**src/rtl/store_unit_pkg.sv**
```systemverilog
// Shared types for the store path: store kinds, store FSM states and the full-word strobe.
package instr_type;

    typedef enum logic [1:0] {
        sk_sb      = 2'd0,
        sk_sh      = 2'd1,
        sk_sw      = 2'd2,
        sk_invalid = 2'd3
    } store_kind_t;

    typedef enum logic [1:0] {
        S_IDLE = 2'd0,
        S_REQ  = 2'd1,
        S_WAIT = 2'd2
    } store_state_t;

    localparam logic [3:0] STRB_ALL = 4'b1111;

endpackage

```
**src/rtl/store_unit_if.sv**
```systemverilog
// Store request side plus memory write port of the store unit, bundled for one connection.
interface store_unit_if;
    import instr_type::*;

    logic        in_valid;
    logic        in_ready;
    store_kind_t in_kind;
    logic [31:0] in_addr;
    logic [31:0] in_data;
    logic        mem_req;
    logic        mem_gnt;
    logic        mem_ack;
    logic [31:0] mem_addr;
    logic [31:0] mem_wdata;
    logic [3:0]  mem_wstrb;
    logic        done;
    logic        err_illegal;
    logic        err_misalign;

    // The store unit itself.
    modport slave (
        input  in_valid, in_kind, in_addr, in_data, mem_gnt, mem_ack,
        output in_ready, mem_req, mem_addr, mem_wdata, mem_wstrb,
        output done, err_illegal, err_misalign
    );

    // Whatever issues stores and models memory.
    modport master (
        output in_valid, in_kind, in_addr, in_data, mem_gnt, mem_ack,
        input  in_ready, mem_req, mem_addr, mem_wdata, mem_wstrb,
        input  done, err_illegal, err_misalign
    );

endinterface

```
**src/rtl/store_unit_align.sv**
```systemverilog
// Combinational lane steering: byte strobes and replicated write data from kind and addr[1:0].
// misalign flags sh with addr[0] set or sw with any low bit set; sb is never misaligned.
module store_align
    import instr_type::*;
(
    input  store_kind_t kind,
    input  logic [1:0]  addr_lo,
    input  logic [31:0] data,
    output logic [3:0]  wstrb,
    output logic [31:0] wdata,
    output logic        misalign
);

    always_comb begin
        wstrb    = 4'b0000;
        wdata    = 32'h0;
        misalign = 1'b0;
        case (kind)
            sk_sb: begin
                wstrb = 4'b0001 << addr_lo;
                wdata = {4{data[7:0]}};
            end
            sk_sh: begin
                // addr[0] is dropped so a misaligned half still lands on a legal lane pair
                wstrb    = 4'b0011 << {addr_lo[1], 1'b0};
                wdata    = {2{data[15:0]}};
                misalign = addr_lo[0];
            end
            sk_sw: begin
                wstrb    = STRB_ALL;
                wdata    = data;
                misalign = |addr_lo;
            end
            default: begin
                wstrb    = 4'b0000;
                wdata    = 32'h0;
                misalign = 1'b0;
            end
        endcase
    end

endmodule

```
**src/rtl/store_unit.sv**
```systemverilog
// Store unit: accepts one decoded store in S_IDLE, drives a registered req/gnt/ack write, pulses done.
// Config macro STORE_MISALIGN_TRAP_EN: retire misaligned sh/sw with err_misalign instead of writing.
module store_unit
    import instr_type::*;
(
    input  logic        clk,
    input  logic        rst,
    store_unit_if.slave bus
);

    store_state_t state_q, state_d;

    logic        mem_req_q,      mem_req_d;
    logic [31:0] mem_addr_q,     mem_addr_d;
    logic [31:0] mem_wdata_q,    mem_wdata_d;
    logic [3:0]  mem_wstrb_q,    mem_wstrb_d;
    logic        done_q,         done_d;
    logic        err_illegal_q,  err_illegal_d;
    logic        err_misalign_q, err_misalign_d;

    logic        accept;
    logic        acc_illegal;
    logic        acc_trap;
    logic        acc_store;
    logic        trap;
    logic [3:0]  al_wstrb;
    logic [31:0] al_wdata;
    logic        al_misalign;

    store_align u_align (
        .kind     (bus.in_kind),
        .addr_lo  (bus.in_addr[1:0]),
        .data     (bus.in_data),
        .wstrb    (al_wstrb),
        .wdata    (al_wdata),
        .misalign (al_misalign)
    );

`ifdef STORE_MISALIGN_TRAP_EN
    assign trap = al_misalign;
`else
    logic unused_misalign;
    assign unused_misalign = al_misalign;
    assign trap            = 1'b0;
`endif

    assign accept      = bus.in_valid && (state_q == S_IDLE);
    assign acc_illegal = accept && (bus.in_kind == sk_invalid);
    assign acc_trap    = accept && (bus.in_kind != sk_invalid) && trap;
    assign acc_store   = accept && (bus.in_kind != sk_invalid) && !trap;

    always_ff @(posedge clk or negedge rst) begin
        if (!rst) begin
            state_q <= S_IDLE;
        end else begin
            state_q <= state_d;
        end
    end

    always_comb begin
        state_d = state_q;
        case (state_q)
            S_IDLE: if (acc_store)   state_d = S_REQ;
            S_REQ:  if (bus.mem_gnt) state_d = bus.mem_ack ? S_IDLE : S_WAIT;
            S_WAIT: if (bus.mem_ack) state_d = S_IDLE;
            default:                 state_d = S_IDLE;
        endcase
    end

    // Memory-side outputs are computed one cycle ahead so that every one of them leaves a flop.
    always_comb begin
        mem_req_d      = (state_d == S_REQ);
        done_d         = acc_illegal || acc_trap
                      || ((state_q == S_REQ)  && bus.mem_gnt && bus.mem_ack)
                      || ((state_q == S_WAIT) && bus.mem_ack);
        err_illegal_d  = acc_illegal;
        err_misalign_d = acc_trap;
        mem_addr_d     = mem_addr_q;
        mem_wdata_d    = mem_wdata_q;
        mem_wstrb_d    = mem_wstrb_q;
        if (acc_store) begin
            mem_addr_d  = {bus.in_addr[31:2], 2'b00};
            mem_wdata_d = al_wdata;
            mem_wstrb_d = al_wstrb;
        end
    end

    always_ff @(posedge clk or negedge rst) begin
        if (!rst) begin
            mem_req_q      <= 1'b0;
            mem_addr_q     <= 32'h0;
            mem_wdata_q    <= 32'h0;
            mem_wstrb_q    <= 4'b0000;
            done_q         <= 1'b0;
            err_illegal_q  <= 1'b0;
            err_misalign_q <= 1'b0;
        end else begin
            mem_req_q      <= mem_req_d;
            mem_addr_q     <= mem_addr_d;
            mem_wdata_q    <= mem_wdata_d;
            mem_wstrb_q    <= mem_wstrb_d;
            done_q         <= done_d;
            err_illegal_q  <= err_illegal_d;
            err_misalign_q <= err_misalign_d;
        end
    end

    assign bus.in_ready     = (state_q == S_IDLE);
    assign bus.mem_req      = mem_req_q;
    assign bus.mem_addr     = mem_addr_q;
    assign bus.mem_wdata    = mem_wdata_q;
    assign bus.mem_wstrb    = mem_wstrb_q;
    assign bus.done         = done_q;
    assign bus.err_illegal  = err_illegal_q;
    assign bus.err_misalign = err_misalign_q;

endmodule
```
**src/flat_wrapper.sv**
```systemverilog
// flat-port wrapper written by rule: the top's interface ports become plain ports
module store_unit_flat import instr_type::*;
  (clk, rst, bus_in_valid, bus_in_kind, bus_in_addr, bus_in_data, bus_mem_gnt, bus_mem_ack, bus_in_ready, bus_mem_req, bus_mem_addr, bus_mem_wdata, bus_mem_wstrb, bus_done, bus_err_illegal, bus_err_misalign);
  store_unit_if bus_i ();
  input  logic clk;
  input  logic rst;
  input wire logic [$bits(bus_i.in_valid)-1:0] bus_in_valid;
  input wire logic [$bits(bus_i.in_kind)-1:0] bus_in_kind;
  input wire logic [$bits(bus_i.in_addr)-1:0] bus_in_addr;
  input wire logic [$bits(bus_i.in_data)-1:0] bus_in_data;
  input wire logic [$bits(bus_i.mem_gnt)-1:0] bus_mem_gnt;
  input wire logic [$bits(bus_i.mem_ack)-1:0] bus_mem_ack;
  output wire logic [$bits(bus_i.in_ready)-1:0] bus_in_ready;
  output wire logic [$bits(bus_i.mem_req)-1:0] bus_mem_req;
  output wire logic [$bits(bus_i.mem_addr)-1:0] bus_mem_addr;
  output wire logic [$bits(bus_i.mem_wdata)-1:0] bus_mem_wdata;
  output wire logic [$bits(bus_i.mem_wstrb)-1:0] bus_mem_wstrb;
  output wire logic [$bits(bus_i.done)-1:0] bus_done;
  output wire logic [$bits(bus_i.err_illegal)-1:0] bus_err_illegal;
  output wire logic [$bits(bus_i.err_misalign)-1:0] bus_err_misalign;
  assign bus_i.in_valid = bus_in_valid;
  assign bus_i.in_kind = bus_in_kind;
  assign bus_i.in_addr = bus_in_addr;
  assign bus_i.in_data = bus_in_data;
  assign bus_i.mem_gnt = bus_mem_gnt;
  assign bus_i.mem_ack = bus_mem_ack;
  assign bus_in_ready = bus_i.in_ready;
  assign bus_mem_req = bus_i.mem_req;
  assign bus_mem_addr = bus_i.mem_addr;
  assign bus_mem_wdata = bus_i.mem_wdata;
  assign bus_mem_wstrb = bus_i.mem_wstrb;
  assign bus_done = bus_i.done;
  assign bus_err_illegal = bus_i.err_illegal;
  assign bus_err_misalign = bus_i.err_misalign;
  store_unit u_core (.clk(clk), .rst(rst), .bus(bus_i));
endmodule
```
**config.mk**
```make
export PLATFORM = sky130hd
export DESIGN_NAME = store_unit_flat
export DESIGN_NICKNAME = d
export VERILOG_FILES = /design/src/rtl/store_unit_pkg.sv /design/src/rtl/store_unit_if.sv /design/src/rtl/store_unit_align.sv /design/src/rtl/store_unit.sv /design/src/flat_wrapper.sv
export SDC_FILE = /design/constraint.sdc
export NUM_CORES = 1
export LEC_CHECK = 0
export CAP_MARGIN = 20
export CORE_ASPECT_RATIO = 1.5
export CORE_UTILIZATION = 42
export DETAILED_ROUTE_END_ITERATION = 7
export PLACE_DENSITY = 0.87
export SLEW_MARGIN = 0
export SYNTH_ARGS = -nofsm -noshare
export SYNTH_HDL_FRONTEND = slang
export SYNTH_SLANG_ARGS = --single-unit
```
**constraint.sdc**
```tcl
create_clock -name clk -period 1.9 [get_ports clk]
set_input_delay 0.285 -clock clk [delete_from_list [all_inputs] [get_ports clk]]
set_output_delay 0.285 -clock clk [all_outputs]
set_load 0.05 [all_outputs]
```
==> key figures <==
Finish
  • Layout cells sized above 1: 0.189
  • Final net count: 447
  • Finished Core Util: 0.675
  • FILL cells: 586
  • Post-route non-filler standard cell count: 480
  • Area growth syn-to-layout: 53.6%
  • Antenna diodes: 0

Logic synthesis
  • Synth top area share: 0.553
  • Synth area leaders: dfrtp_1 55%, mux2_4 9.3%, a32o_1 7.5%
  • Syn avg cell area: 14.2 µm²
  • Post-Synthesis Cells: 227
  • FF+latch count, synth: 71
  • Synth area leader: dfrtp_1
  • Mapped cell area: 3220 µm²
  • Yosys warnings: 0
  • Sequential-to-total area share from yosys stat: 0.553
  • Post-synth cell types: 31

Clocking
  • Root Driver: clkbuf_8
  • Post-CTS sizing: 0
  • CTS tree: done
  • Clk sink count: 71
  • Clock H-tree levels: 3
  • Clk buf depth: 2
  • Num CTS Buffers: 9
  • Worst-Skew Late Latency: 0.35 ns
  • Clock transition at path regs: 0.07 ns

Worst setup path
  • Startpoint Class: register
  • Slowest-stage cell, CP: clkdlybuf4s50_1
  • Worst path bufs/invs: 1
  • Crit Path Category: register to primary output
  • CP Data Arrival Time: 1.56 ns
  • Req. time, crit path: 1.62 ns
  • Crit end category: primary output
  • Crit path cell chain: clkdlybuf4s50_1
  • Max incr delay on CP: 0.82 ns
  • Crit Path Max Fanout: 3
  • Crit-path leading delay family: buffers and inverters

STA
  • Slew Viols, Final: 0
  • RSZ-0062 raised after global routing: false
  • Fin Clk Skew: 0.00596 ns
  • Max-Slew Margin vs Limit: 0.331
  • Worst-Margin Slew: 1.00 ns
  • Setup TNS: 0 ns
  • Final period utilization: 0.973
  • Final worst slack: 0.0510 ns
  • Hold slack: 0.438 ns
  • Endpoints failing setup: 0
  • Min cycle time layout: 1.85 ns
  • Fmax: 0.541 GHz
  • Final Hold Viols: 0

Pwr
  • Leak: 2.13 nW
  • Pwr dens: 1530 nW/µm²
  • VDD IR max: 0.924 mV

Min path
  • HP Class: input pin to asynchronous set/reset pin

Placement
  • Pre-CTS setup slack: -0.239 ns
  • Cell count after placement: 464
  • Post-detail-place hpwl: 6260 µm
  • Port buffer count: 140
  • Routability cong.: 0.752

Global route
  • Global route total overflow: 0
  • First-pass GRT wire length: 13300 µm
  • Initial antenna violation count: 0
  • Overall Global Routing Usage: 0.225
  • Vias in the first global route: 2692
  • Largest net degree at the start of global routing: 38

Die
  • Die height: 109 µm
  • Initial Utilization: 0.439
  • Num rows: 38
  • DIE WIDTH: 73.4 µm
  • Core area: 7320 µm²
  • Die area: 8020 µm²
  • # IOs: 144

Routing
  • DRT iter0 DRCs: 81
  • Vias per cell: 5.38
  • Post-route ant nets: 0
  • Post-route DRC: 0
  • Final wirelength: 8600 µm
  • Wire length per cell: 17.9 µm
  • Drt first pass iters: 6
  • Via Count: 2580

Job
  • Max-Cap Viols: 0

Status
  • Status: completed
[final timing paths]
path                                           from                      end  slack [ns]  cells after the start
max                        u_core.bus.mem_wdata[16]        bus_mem_wdata[16]        0.05                      1
min                                             rst  u_core.bus.mem_addr[12]        0.44                      2
max reg2reg                       u_core.state_q[0]  u_core.bus.mem_addr[27]        0.18                      4
min reg2reg                 u_core.bus.mem_addr[29]  u_core.bus.mem_addr[29]        0.48                      1
max in group asynchronous                       rst  u_core.bus.mem_addr[31]        0.80                      3
min in group clk            u_core.bus.mem_addr[29]  u_core.bus.mem_addr[29]        0.48                      1
[stage by stage]
stage	area, µm²	power [mW]
floorplan	3220	5.07
global placement	4770	6.47
detailed placement	4770	6.57
CTS	4940	7.60
global route	4940	7.87
finish	4940	7.55
[kinds of logic after synthesis]
kind of cell	Yosys count	share of synthesized area
DFF	71	0.553
buffers and inverters	23	0.0494
muxes	47	0.185
and+or+nand+nor	26	0.0455
other	1	0.00117
AOI/OAI and AO/OA	59	0.167
[layout by cell type, fill, tap and decap left out]
master | synthesis | final
a211o_1 | 16 | 16
a21oi_1 | 3 | 3
a221o_1 | 8 | 8
a2bb2oi_1 | 2 | 2
a32o_1 | 24 | 24
a32oi_1 | 1 | 1
and2_1 | 1 | 1
buf_12 | 2 | 5
buf_4 | 3 | 18
clkbuf_1 | 7 | 4
clkbuf_8 | 0 | 10
clkdlybuf4s50_1 | 0 | 133
clkinv_2 | 0 | 1
conb_1 | 1 | 3
dfrtp_1 | 71 | 71
dlygate4sd3_1 | 0 | 1
inv_1 | 2 | 2
mux2_1 | 6 | 6
mux2_2 | 13 | 13
mux2_4 | 20 | 20
mux2i_1 | 8 | 8
nand2_1 | 4 | 4
nor2_1 | 13 | 13
nor2_2 | 1 | 1
nor2_8 | 1 | 1
nor2b_1 | 3 | 2
nor2b_2 | 0 | 1
nor3b_4 | 0 | 1
o21ai_0 | 2 | 2
o22a_1 | 2 | 2
o22ai_1 | 1 | 1
or3b_1 | 1 | 1
or4b_2 | 1 | 1
[sequential cells by signal (all words and copies together), names as in the netlist]
name,cells
u_core.bus.mem_addr,30
u_core.state_q,2
u_core.bus.err_illegal,1
u_core.bus.done,1
u_core.bus.mem_req,1
u_core.bus.mem_wstrb,4
u_core.bus.mem_wdata,32
[cell type report]
type	instances	area (µm²)	share of cell area
Clock buffer	14	153	0.0309
Clock inverter	1	5.00	0.00101
Tap cell	100	125	0.0253
Timing Repair Buffer	157	1580	0.319
Multi-Input combinational cell	135	1300	0.262
Inverter	2	7.51	0.00152
Sequential cell	71	1780	0.360
[power by group]
part           internal [mW]  switching [mW]
registers               2.03           0.357
clock network          0.503           0.518
logic                   1.60            2.54
[cell usage after synthesis]
library cell  count
mux2_4           20
o22a_1            2
nor2_8            1
mux2i_1           8
nor2b_1           3
a21oi_1           3
buf_2             5
o21ai_0           2
or4b_2            1
mux2_2           13
clkbuf_1          7
a32oi_1           1
buf_4             3
buf_6             3
nor2_1           13
buf_1             1
a2bb2oi_1         2
a32o_1           24
a221o_1           8
dfrtp_1          71
conb_1            1
inv_1             2
mux2_1            6
and2_1            1
nand2_1           4
nor2_2            1
o22ai_1           1
nor3b_2           1
or3b_1            1
a211o_1          16
buf_12            2
[metal layers]
| metal | up-vias | global-route usage | wire (µm) | share of wire |
|---|---|---|---|---|
| li1 | 1157 | - | - | - |
| met1 | 1301 | 0.249 | 3240 | 0.38 |
| met2 | 104 | 0.396 | 4570 | 0.53 |
| met3 | 18 | 0.0545 | 542 | 0.063 |
| met4 | 0 | 0.109 | 238 | 0.028 |
| met5 | - | 0 | 0 | 0 |
[timing repair]
item | 4_1_cts | 5_1_grt
hold buffers | 1 | 0
endpoints found under the hold margin | 35 | 0
buffers inserted | 0 | 0
(Power assumes the default switching activity.)
==> RTL change 1 (same settings) <==
Add a define of `STORE_MISALIGN_TRAP_EN`.
--- a/src/rtl/store_unit.sv
+++ b/src/rtl/store_unit.sv
@@ -2,2 +2,4 @@
 // Config macro STORE_MISALIGN_TRAP_EN: retire misaligned sh/sw with err_misalign instead of writing.
+`define STORE_MISALIGN_TRAP_EN
+
 module store_unit
Behaviour: not the same (a bounded check fails within 4 cycles, from zero or initial values and one cycle with rst low).
==> RTL change 1 against the original RTL <==
Sequential cell count is 1 higher; sequential share of layout area is 0.13 points lower; via count is 2.8% higher; setup slack better by 0.030 ns; routed wire length is 1.0% lower; total power is 3.8% higher; sequential power hardly changed; area after synthesis is 0.66% lower; global-route usage is 0.31 points higher; largest cell class unchanged; final area is 1.8% higher; synthesized cell count is 11% higher.
==> RTL change 1: results (changes against the original RTL) <==
Top sig layer: met4
Slowest stage delay, CP: 0.83 ns
Distinct cells, synth: 34 (+9.7%)
Worst Skew: 0.00367 ns (-0.00229 ns)
Post-synthesis async set-or-reset flop share: 100% (unchanged)
DP Cell Count: 486 (+4.7%)
Max reg flops: 32 (unchanged)
Worst-path fanout max: 2 (-1)
Grt met1 use: 26.9% (+2.0 points)
Switching Power: 0.00357 W (+4.3%)
Vias in the first global route: 2,802 (+4.1%)
Largest net degree at the start of global routing: 43 (+13%)
WL met3: 576 µm (+6.3%)
Area contributors post-synth: dfrtp_1 56%, mux2_1 14%, a31oi_1 7.4%, buf_6 2.5%, a22o_1 2.2%
Met1 wire length: 3260 µm (+0.43%)
Sequential element share of the synthesized area: 56.4% (+1.2 points)
Total track usage: 22.8% (+0.31 points)
Pre-CTS setup slack: -0.424 ns (-0.186 ns)
Port buffer count: 141 (+0.71%)
Critical Path AT: 1.53 ns (-0.03 ns)
Max VDD drop: 0.878 mV (-5.0%)
Yosys warns: 0 (unchanged)
Avg Vias per Cell: 5.23 (-2.7%)
Min-Delay Path Class: primary input to asynchronous set/reset pin
Post_cts resized: 7 (+7)
First-pass GRT wire length: 13,600 µm (+2.0%)
Final std cells w/o fill: 507 (+5.6%)
Pleak: 2.13 nW (-0.11%)
Hold-fix buffers, CTS: 1 (unchanged)
Nets: 478 (+6.9%)
Met2 Usage GRT: 38.6% (-1.0 points)
Worst-Skew Late Latency: 0.33 ns (-0.02 ns)
HPWL Detailed: 6100 µm (-2.5%)
Gpl congestion: 0.817 (+8.7%)
Synth Instances: 252 (+11%)
Slew Limit Headroom: 63.6% (+31 points)
Post-CTS Setup Inserts: 3 (+3)
Detailed-route wire length: 8510 µm (-1.0%)
Total inserted antenna cells: 0 (unchanged)
Outcome: finished, final reports clean
Drt pass-1 iters: 4 (-2)
Starting DRC count in detailed routing: 155 (+91%)
Met2 WL: 4410 µm (-3.5%)
Longest Clk Path Bufs: 2 (unchanged)
Placed inst area: 4710 µm² (-1.3%)
Met3 usage: 5.55% (+0.092 points)
Layout cells sized above 1: 11.1% (-7.9 points)
Commonest cells post-synth: 72 x dfrtp_1, 41 x mux2_1, 38 x a31oi_1, 17 x nand2_1, 9 x clkbuf_1
RTL change 1: cells by family (layout without fill, tap and decap cells):
kind of cell,count (synthesis),count (layout),synth area share (%)
other,1,2,0.117
AND/OR/NAND/NOR,38,38,6.42
adder cells (fa/ha/maj),4,4,1.57
flip-flops,72,72,56.4
AO/OA/AOI/OAI,65,65,13.6
multiplexers,46,46,16.5
buffers and inverters,26,180,5.44
RTL change 1: power groups by stage:
stage,clock [W],combinational [W],sequential (W)
2_1_floorplan,0,0.000719,0.00436
3_3_place_gp,0,0.00414,0.00239
3_5_place_dp,0,0.00422,0.00241
4_1_cts,0.00119,0.00432,0.00239
5_1_grt,0.00126,0.00446,0.00246
6_report,0.00116,0.00429,0.00239
RTL change 1: worst paths after layout:
| check | from | endpoint | slack, ns | cells after the start |
|---|---|---|---|---|
| min | rst | u_core.bus.mem_addr[29] | 0.42 | 2 |
| max | u_core.bus.mem_wdata[27] | bus_mem_wdata[27] | 0.08 | 1 |
| max in group asynchronous | rst | u_core.bus.err_misalign | 0.91 | 3 |
| max reg2reg | u_core.state_q[1] | u_core.bus.mem_wdata[2] | 0.15 | 4 |
| min in group clk | u_core.bus.mem_addr[28] | u_core.bus.mem_addr[28] | 0.49 | 1 |
| min reg2reg | u_core.bus.mem_addr[28] | u_core.bus.mem_addr[28] | 0.49 | 1 |
RTL change 1: layout make-up:
| class | count | area, µm² |
|---|---|---|
| fill | 556 | 2250 |
| sequential | 72 | 1800 |
| timing repair buffer | 161 | 1660 |
| multi-input combinational | 155 | 1240 |
| clock buffer | 11 | 141 |
| tap | 100 | 125 |
| clock inverter | 4 | 45.0 |
| inverter | 4 | 15.0 |
==> RTL change 2 (config.mk and constraints unchanged) <==
Made on the original files. Make the reset (`rst`) synchronous in 2 clocked blocks.
--- a/src/rtl/store_unit.sv
+++ b/src/rtl/store_unit.sv
@@ -51,3 +51,3 @@
 
-    always_ff @(posedge clk or negedge rst) begin
+    always_ff @(posedge clk) begin
         if (!rst) begin
@@ -87,3 +87,3 @@
 
-    always_ff @(posedge clk or negedge rst) begin
+    always_ff @(posedge clk) begin
         if (!rst) begin
Behaviour: differs if rst is asserted again (counterexample within 4 cycles, from zero or initial values and one cycle with rst low); with rst held inactive, the same outputs for 10 cycles.
==> RTL change 2 against the original RTL <==
Final area is 2.5% lower; routed wire length rose by 11%; setup slack better by 0.042 ns; global-route usage up 2.3 points; area after synthesis is 0.86% lower; cell count rose by 23%; count of clock-buffer cells in the layout fell by 2; sequential cell count did not move; critical path type unchanged; largest cell class is now buffers.
Power is not compared: it rests on default switching activity, and its combinational part moved more than twofold at a synthesized area within 25%.
==> RTL change 2: results (changes against the original RTL) <==
Worst-path fanout max: 2 (-1)
Met1 wire length: 3650 µm (+12%)
Grt met1 use: 26.5% (+1.6 points)
Gpl congestion: 0.865 (+15%)
Layout cells sized above 1: 10.6% (-8.3 points)
Distinct cells, synth: 35 (+13%)
Synth Flop Type: dfxtp_1
DP Cell Count: 575 (+24%)
Vias: 3,112 (+21%)
Vias in the first global route: 3,110 (+16%)
Slowest stage delay, CP: 0.84 ns (+0.02 ns)
Synth Area in Adders: 0% (unchanged)
Avg Vias per Cell: 5.28 (-1.7%)
Drt pass-1 iters: 4 (-2)
First-pass GRT wire length: 14,900 µm (+12%)
Nets: 557 (+25%)
Largest net degree at the start of global routing: 55 (+45%)
HPWL Detailed: 7060 µm (+13%)
Worst Skew: 0.00818 ns (+0.00221 ns)
Post-synthesis async set-or-reset flop share: 0% (-100 points)
Area contributors post-synth: dfxtp_1 45%, nand2_1 10%, mux2i_1 9.4%, o21ai_0 3.8%, mux2_2 3.2%
Min-Delay Path Class: primary input to flop
Post-synthesis mux area share: 12.6% (-5.9 points)
Starting DRC count in detailed routing: 205 (+150%)
Total track usage: 24.8% (+2.3 points)
WL met3: 853 µm (+57%)
Critical Path AT: 1.52 ns (-0.04 ns)
Met3 usage: 9.43% (+4.0 points)
Outcome: finished, final reports clean
Detailed-route wire length: 9580 µm (+11%)
Met2 Usage GRT: 41.3% (+1.7 points)
Commonest cells post-synth: 88 x nand2_1, 71 x dfxtp_1, 30 x mux2i_1, 24 x o21ai_0, 15 x clkbuf_1
Syn_area_per_cell: 9.06 µm² (-36%)
[RTL change 2: changes by cell type in the layout (fill, tap and decap cells not counted), sizes merged, moves of 10 or more]
cell and change:
a32o -24, dfxtp +71, nand2 +84, o211a +10
nor2 -10, o21ai +22, dfrtp -71, mux2i +22
a211o -16, mux2 -30
[RTL change 2: per-stage QoR]
step | power (W) | setup WS (ns) | util (%) | setup TNS, ns
CTS | 0.00385 | 0.0765 | 66.2 | 0
finish | 0.00384 | 0.0935 | 66.2 | 0
global placement | 0.00285 | -0.00545 | 64.2 | -0.0158
floorplan | 0.00241 | 0.406 | - | 0
global route | 0.00398 | 0.0439 | 66.2 | 0
detailed placement | 0.00288 | -0.0726 | 64.2 | -0.482
[RTL change 2: worst paths after layout]
path	depth (start not counted)	end	start	slack (ns)
worst max register to register	4	u_core.bus.mem_wdata[9]	u_core.state_q[1]	0.24
worst min-delay path	2	u_core.bus.mem_wdata[26]	rst	0.35
worst min register to register	2	u_core.bus.mem_addr[22]	u_core.bus.mem_addr[22]	0.46
worst max-delay path	1	bus_mem_addr[25]	u_core.bus.mem_addr[25]	0.09
[RTL change 2: cell families (layout without fill, tap and decap cells)]
| logic type | after synthesis | count (layout) |
|---|---|---|
| flip-flops | 71 | 71 |
| buffers and inverters | 45 | 180 |
| other | 1 | 3 |
| multiplexers | 39 | 39 |
| AND/OR/NAND/NOR | 114 | 114 |
| AO/OA/AOI/OAI | 82 | 82 |
[RTL change 2: cell type report]
cell class	count	area (µm²)
inverters	9	33.8
clock inverters	2	10.0
clock buffers	12	135
flip-flops and latches	71	1420
well taps	100	125
repair buffers	157	1560
multi-input cells	238	1530
fillers	577	2460
